## src/rtl/hamming_pkg.sv

```systemverilog
// Shared Hamming(7,4) types, bit positions, FSM encoding and the encode function
// used by the serializer, the checker and verification.
package hamming_pkg;

  typedef logic [3:0] data_t;
  typedef logic [6:0] code_t;

  localparam int P0_POS = 0;
  localparam int P1_POS = 1;
  localparam int D0_POS = 2;
  localparam int P2_POS = 3;
  localparam int D1_POS = 4;
  localparam int D2_POS = 5;
  localparam int D3_POS = 6;

  typedef enum logic [1:0] {
    IDLE  = 2'd0,
    START = 2'd1,
    DATA  = 2'd2,
    STOP  = 2'd3
  } tx_state_t;

  // Parity equations match the checker: each parity covers the data bits whose
  // 1-based position has the corresponding bit set.
  function automatic code_t hamming_encode(input data_t d);
    code_t cw;
    cw[D0_POS] = d[0];
    cw[D1_POS] = d[1];
    cw[D2_POS] = d[2];
    cw[D3_POS] = d[3];
    cw[P0_POS] = d[3] ^ d[1] ^ d[0];
    cw[P1_POS] = d[3] ^ d[2] ^ d[0];
    cw[P2_POS] = d[3] ^ d[2] ^ d[1];
    return cw;
  endfunction

endpackage

```

## src/rtl/hamming_encoder.sv

```systemverilog
// Hamming(7,4) encoder: nibble -> 7-bit codeword.
// Latency: 0 cycles (pure combinational). Backpressure: none, no state.
module hamming_encoder
  import hamming_pkg::*;
(
  input  logic [3:0] data,
  output logic [6:0] code
);

  assign code = hamming_encode(data);

endmodule

```

## src/rtl/hamming_tx_serializer.sv

```systemverilog
// Hamming(7,4) encode + framed serial TX (start, 7 code bits LSB first, stop); HAMMING_ERR_INJECT_EN adds inj_mask.
// Latency: tx falls the cycle after the transfer edge; frame is 9*BIT_CYCLES cycles, done on the last stop cycle.
// Backpressure: in_ready only in IDLE; in_valid while busy is ignored, nothing is buffered.
module hamming_tx_serializer
  import hamming_pkg::*;
#(
  parameter int BIT_CYCLES = 4
)
(
  input  logic       clk,
  input  logic       rst,
  input  logic [3:0] in_data,
  input  logic       in_valid,
  output logic       in_ready,
  output logic       tx,
  output logic       busy,
  output logic       done,
  output logic [6:0] codeword
`ifdef HAMMING_ERR_INJECT_EN
  ,
  input  logic [6:0] inj_mask
`endif
);

  localparam logic [7:0] LAST_CYC = 8'(BIT_CYCLES - 1);
  localparam logic [2:0] LAST_BIT = 3'(D3_POS);

  tx_state_t  state;
  tx_state_t  state_nxt;
  logic [7:0] cyc_cnt;
  logic [2:0] bit_idx;
  logic       bit_end;
  logic       xfer;
  code_t      enc_word;
  code_t      load_word;

  hamming_encoder u_encoder (
    .data (in_data),
    .code (enc_word)
  );

`ifdef HAMMING_ERR_INJECT_EN
  assign load_word = enc_word ^ inj_mask;
`else
  assign load_word = enc_word;
`endif

  assign bit_end = (cyc_cnt == LAST_CYC);
  assign xfer    = in_valid && in_ready;

  always_ff @(posedge clk) begin
    if (rst) begin
      state <= IDLE;
    end else begin
      state <= state_nxt;
    end
  end

  always_comb begin
    state_nxt = state;
    case (state)
      IDLE:    if (xfer)                            state_nxt = START;
      START:   if (bit_end)                         state_nxt = DATA;
      DATA:    if (bit_end && (bit_idx == LAST_BIT)) state_nxt = STOP;
      STOP:    if (bit_end)                         state_nxt = IDLE;
      default:                                      state_nxt = IDLE;
    endcase
  end

  always_comb begin
    tx       = 1'b1;
    busy     = (state != IDLE);
    in_ready = (state == IDLE);
    done     = 1'b0;
    case (state)
      START:   tx = 1'b0;
      DATA:    tx = codeword[bit_idx];
      STOP:    done = bit_end;
      default: tx = 1'b1;
    endcase
  end

  // Counters rest at zero in IDLE so every frame starts from a clean bit period.
  always_ff @(posedge clk) begin
    if (rst) begin
      cyc_cnt <= 8'd0;
      bit_idx <= 3'd0;
    end else if (state == IDLE) begin
      cyc_cnt <= 8'd0;
      bit_idx <= 3'd0;
    end else begin
      cyc_cnt <= bit_end ? 8'd0 : cyc_cnt + 8'd1;
      if ((state == DATA) && bit_end) begin
        bit_idx <= (bit_idx == LAST_BIT) ? 3'd0 : bit_idx + 3'd1;
      end
    end
  end

  // The shifted word is this register, so in_data may change freely mid-frame.
  always_ff @(posedge clk) begin
    if (rst) begin
      codeword <= 7'd0;
    end else if (xfer) begin
      codeword <= load_word;
    end
  end

endmodule

```

## config.mk

```make
export PLATFORM = sky130hd
export DESIGN_NAME = hamming_tx_serializer
export DESIGN_NICKNAME = d
export VERILOG_FILES = /design/src/rtl/hamming_pkg.sv /design/src/rtl/hamming_encoder.sv /design/src/rtl/hamming_tx_serializer.sv
export SDC_FILE = /design/constraint.sdc
export NUM_CORES = 1
export LEC_CHECK = 0
export CORE_MARGIN = 5
export CORE_UTILIZATION = 54
export CTS_BUF_LIST = sky130_fd_sc_hd__clkbuf_8
export DETAILED_ROUTE_END_ITERATION = 7
export GPL_TIMING_DRIVEN = 0
export PLACE_DENSITY = 0.81
export RECOVER_POWER = 100
export SLEW_MARGIN = 20
export SYNTH_ARGS = -nofsm -noshare
export SYNTH_HDL_FRONTEND = slang
export SYNTH_SLANG_ARGS = --single-unit
```

## constraint.sdc

```tcl
create_clock -name clk -period 1.8 [get_ports clk]
set_input_delay 0.27 -clock clk [delete_from_list [all_inputs] [get_ports clk]]
set_output_delay 0.27 -clock clk [all_outputs]
set_load 0.02 [all_outputs]
```

* Word-level counts from Yosys, hierarchy flattened
Index checks and enable logic that the tools add are counted.
** Word-level totals
- Register bits :: 20
- Input port bits :: 7
- Output and inout port bits :: 11
- Logic and storage cells :: 39
** Cells by class
- Add/sub/neg operators :: 2
- $lt $le $gt $ge :: 1
- Equal/unequal tests :: 9
- Multiplexer cells :: 10
- Bitwise logic cells :: 5
- Reductions and logical operators :: 8
** Operator list (count)
- $add 8x1->8 const B :: 1
- $eq 8x2->1 const B :: 1
- $mux 2 :: 4
- $pmux 2 s4 :: 1
- $ne 2x2->1 const B :: 3
- $xor 1x1->1 :: 5
- $eq 2x2->1 const B :: 2
- $lt 3x4->1 const B :: 1
- $reduce_and 4->1 :: 1
- $add 3x1->3 const B :: 1
- $bmux 1 s3 :: 1
- $eq 3x3->1 const B :: 1
- $logic_and 1x1->1 :: 3
- $mux 3 :: 1
- $reduce_or 3->1 :: 1
- $eq 2x1->1 const B :: 1
- $logic_not 2->1 :: 1
- $mux 1 :: 2
- $ne 2x1->1 const B :: 1
- $pmux 1 s2 :: 1
- $reduce_bool 2->1 :: 1
- $reduce_or 2->1 :: 1

* Logic depth before layout (Yosys ltp)
- Word-level depth :: 4
- Mapped depth :: 6
- Depth with buffers taken out :: 6

* Modules after synthesis
From an unflattened synthesis, not the netlist that was laid out.
** Unflattened totals
- Cell total of the unflattened synthesis :: 119
- Area, all modules :: 1104.8 µm²
** Modules (own cells, without submodules)
- hamming_tx_serializer :: times used 1, cells each 112, area an instance 1003.5 µm², sequential area each 400.4 µm²
- hamming_encoder :: times used 1, cells each 7, area an instance 101.3 µm², sequential area each 0.0 µm²

* Worst setup path before layout
No wires, ideal clock.
- Kind :: register to output
- From :: reg bit_idx[0]
- To :: out tx
- Data arrival time :: 1.458 ns
- Required time :: 1.530 ns
- Slack :: 0.072 ns
- Cell stages (with the launch flop) :: 5
- Buffers on the path :: 1
- Cells stage by stage :: dfxtp_1 -> clkbuf_1 -> mux4_2 -> o211ai_1 -> o21ai_0
** Between the ends
- Cells in the longest elaborated chain, start to end :: 3
** RTL lines
- start, declared :: RTL line hamming_tx_serializer.sv:31 : logic [2:0] bit_idx;
- start signal, assigned :: RTL line hamming_tx_serializer.sv:94 : bit_idx <= (bit_idx == LAST_BIT) ? 3'd0 : bit_idx + 3'd1;
- $bmux 1 s3 :: RTL line hamming_tx_serializer.sv:77 : DATA: tx = codeword[bit_idx];
- $mux 1 (implied by the code) :: RTL line hamming_tx_serializer.sv:77
- $pmux 1 s2 :: RTL line hamming_tx_serializer.sv:75 : case (state)
- end, declared :: RTL line hamming_tx_serializer.sv:15 : output logic tx,
Every way passes these cells. The select of a mux whose other input is x is not followed.

* Worst setup path in the final report
- From :: reg cyc_cnt[6]
- To :: out done
** Between the ends
- Cells in the longest elaborated chain, start to end :: 2
** RTL lines
- start, declared :: RTL line hamming_tx_serializer.sv:30 : logic [7:0] cyc_cnt;
- start signal, assigned :: RTL line hamming_tx_serializer.sv:92 : cyc_cnt <= bit_end ? 8'd0 : cyc_cnt + 8'd1;
- $eq 8x2->1 :: RTL line hamming_tx_serializer.sv:48 : assign bit_end = (cyc_cnt == LAST_CYC);
- $mux 1 :: RTL line hamming_tx_serializer.sv:75
- end, declared :: RTL line hamming_tx_serializer.sv:17 : output logic done,
Every way passes these cells.

==> metrics.md <==
| Metric | Value |
|---|---|
| Status | `finished, violations left` |
| Failing checks | `negative setup slack` |
| Pins Over Slew Limit | `0` |
| Detailed-route via count | `890` |
| Root Driver | `clkbuf_8` |
| Crit. Startpoint | `cyc_cnt[6]` |
| Largest net degree at the start of global routing | `12` |
| All-Layer GR Usage | `18.3%` |
| First-pass GRT wire length | `3.84 mm` |
| CTS Sinks | `20` |
| Worst Setup Start Kind | `flop` |
| Seq cells post-synth | `20` |
| IO Count | `18` |
| Layout cell share with drive strength beyond 1 | `15.4%` |
| Most frequent cells in the layout | `17 x dfxtp_1, 12 x nand3_1, 11 x nand2_1` |
| CP Max Fanout | `3` |
| Worst-case clock buffer depth | `2` |
| Starting DRT DRC Count | `14` |
| WP data required | `1530 ps` |
| Minimum clock period | `1850 ps` |
| DR WL/cell | `13.5 um` |
| Slew HR | `66.0%` |
| Die area | `0.00292 mm^2` |
| Ys Warns | `0` |
| Setup crit end kind | `output port` |
| Worst R2R Setup Slack | `110 ps` |
| Row cnt | `16` |
| Die width | `54.1 um` |
| Num CTS Buffers | `3` |
| Routed vias/inst | `5.46` |
| Net Count, Synth | `130` |
| CTS tree | `built` |
| Synthesized instance count | `117` |
| Setup WS post-layout | `-53.1 ps` |
| Diodes inserted | `0` |
| Kind of critical path | `reg -> out` |
| Fillers | `160` |
| DRC | `0` |
| Vias in the first global route | `935` |
| Syn avg cell area | `8.96 um^2` |
| Largest stage delay, worst path | `580 ps` |
| VDD IR-drop max | `985 uV` |
| Seq/Total Area, Yosys | `38.2%` |
| CP max-delay cell | `or4_4` |
| WP depth | `4` |
| Cell family with most CP delay | `simple AND/OR/NAND/NOR gates` |
| # nets final | `150` |
| Most common cell after layout, fill and taps aside | `dfxtp_1` |
| Termination of the worst setup path | `done` |
| Mapped Area | `0.00105 mm^2` |
| Die Ht | `54.1 um` |
| RSZ-0062 raised after global routing | `yes` |
| Total Negative Setup Slacks | `-54.0 ps` |
| Worst-case reg-to-reg path depth | `4` |
| Leak Pwr | `0.500 nW` |
| Int Pwr | `0.000922 W` |
| Achievable clock frequency | `540 MHz` |
| Register area | `407 um^2` |
| Input/output buffers | `16` |
| Comb pwr share | `39.6%` |
| Total wire length | `2.20 mm` |
| Core Area | `0.00190 mm^2` |
| P_sw | `0.000535 W` |
| Clock power share | `23.3%` |
| GP Congestion | `0.688` |
| Power consumption | `0.00146 W` |
| Footprint of the multi-input gates | `634 um^2` |
| Post-synth cell types | `29` |
| Reg clk slew, reported paths | `70 ps` |
| Reg-to-reg startpoint | `cyc_cnt[6]` |
| Hold buffers post-CTS | `0` |
| Placed Cells | `160` |
| FF-to-FF End | `bit_idx[1]` |
| Area grow syn2layout | `25.9%` |
| Initial antenna violation count | `0` |
| Slew @ Worst Pin | `510 ps` |
| Sw Ratio | `36.7%` |
| Arr. time, crit path | `1580 ps` |
| Placement-stage cell area | `0.00124 mm^2` |
| First-pass DRT Iterations | `4` |
| Worst-Skew Late Latency | `260 ps` |
| Power per cell area | `1100 mW/mm^2` |
| Total grt overflow | `0` |
| Buf+Inv Stages, Crit Path | `1` |
| Non-filler cells, final | `163` |
| Final Cycle Share | `103%` |
| Post-Layout Inst Area | `0.00132 mm^2` |
| Post-route ant nets | `0` |
| Starting density of the core | `55.1%` |
| Worst-path cell chain | `or4_4, nor3_4, and2_4, buf_6` |
| Htree depth | `1` |
| DP Wirelength | `1.60 mm` |
| Max Cap Viol | `0` |
| Worst hold-check path type | `in -> reg` |
| Final Hold Violating Endpoints | `0` |
| Seq pwr share | `37.1%` |
| Final setup fails | `2` |
| Clock Skews | `4.74 ps` |
-- stage by stage --
stage	hold slack, ps	util [%]	setup WS, ps
after detailed placement	463	65.3	-430
final	422	69.4	-53.1
after global placement	460	65.3	-416
after CTS	422	68.8	-63.8
after global routing	458	69.4	-118
after floorplan	418	-	71.6
-- sequential cells by signal, summed over array words and instances, names as in the netlist --
name / count
bit_idx: 3
codeword: 7
cyc_cnt: 8
state: 2
-- worst reg2reg max path: cells and delay by family (launching register included) --
family	cells	cell delay, ps
simple gates	2	920
flops	1	330
compound gates	2	330
-- how the worst min path moves through the flow --
stage	cells after the start	startpoint	slack, ps	endpoint
after global placement	1	cyc_cnt[0]	460	cyc_cnt[0]
after detailed placement	2	codeword[3]	460	codeword[3]
after CTS	3	in_valid	420	codeword[0]
after global routing	3	in_valid	460	codeword[4]
after floorplan	2	in_data[0]	420	codeword[2]
final	3	in_valid	420	codeword[0]
-- logic make-up (layout without fill, tap and decap cells) --
kind of cell               Yosys count  count (layout)  share of synthesized area (%)
AOI/OAI and AO/OA                   18              18                           10.4
xor gates and xnor gates            10              10                           8.35
adders and majority gates            6               6                           7.16
buffers and inverters                8              27                           2.86
and+or+nand+nor                     50              50                           27.1
DFF                                 20              20                           38.2
muxes                                5               5                           5.97
-- cells in the mapped netlist, drive strengths merged --
| master | n | share of area (%) |
|---|---|---|
| nor2 | 6 | 2.1 |
| nand3b | 3 | 2.1 |
| mux2i | 4 | 3.8 |
| o211ai | 2 | 1.4 |
| nor2b | 1 | 0.60 |
| ha | 6 | 7.2 |
| nand3 | 12 | 5.7 |
| o21ai | 4 | 1.9 |
| a31o | 1 | 0.84 |
| and3 | 3 | 1.8 |
| buf | 1 | 0.36 |
| dfxtp | 20 | 38 |
| or4 | 1 | 1.1 |
| xnor2 | 5 | 4.2 |
| nand2b | 4 | 2.4 |
| mux4 | 1 | 2.1 |
| a21oi | 10 | 4.8 |
| and4b | 1 | 0.95 |
| a221oi | 1 | 1.4 |
| and2 | 1 | 0.60 |
| nand2 | 11 | 3.9 |
| nor3 | 5 | 2.9 |
| nor4b | 1 | 2.3 |
| or3 | 1 | 0.60 |
| clkbuf | 4 | 1.4 |
| xor2 | 5 | 4.2 |
| inv | 3 | 1.1 |
-- power groups by stage --
stage	clock network [W]	registers (W)	logic, W
after CTS	0.000343	0.000540	0.000591
after detailed placement	0	0.000551	0.000587
after global placement	0	0.000548	0.000580
final	0.000339	0.000541	0.000577
after floorplan	0	0.000571	0.000352
after global routing	0.000355	0.000546	0.000642
-- timing repair --
| item | in CTS | in global routing |
|---|---|---|
| pin swaps | 1 | 0 |
| gates resized for setup | 24 | 5 |
| setup buffers | 0 | 1 |
| setup endpoints to repair | 4 | 3 |
-- per-layer routing --
layer	GRT usage (%)	up-vias	routed length [um]
li1	-	446	-
met1	19.6	417	942
met2	33.7	21	1130
met3	3.05	6	72
met4	9.96	0	50
met5	0	-	0
-- final cells by class --
cell class / instances / share of cell area (%)
well taps: 27 / 2.56
repair buffers: 17 / 12.4
flip-flops and latches: 20 / 30.8
clock buffers: 4 / 4.17
plain buffers: 3 / 1.14
inverters: 3 / 0.853
multi-input cells: 89 / 48.1
No activity file was read; power rests on OpenSTA's default activity.
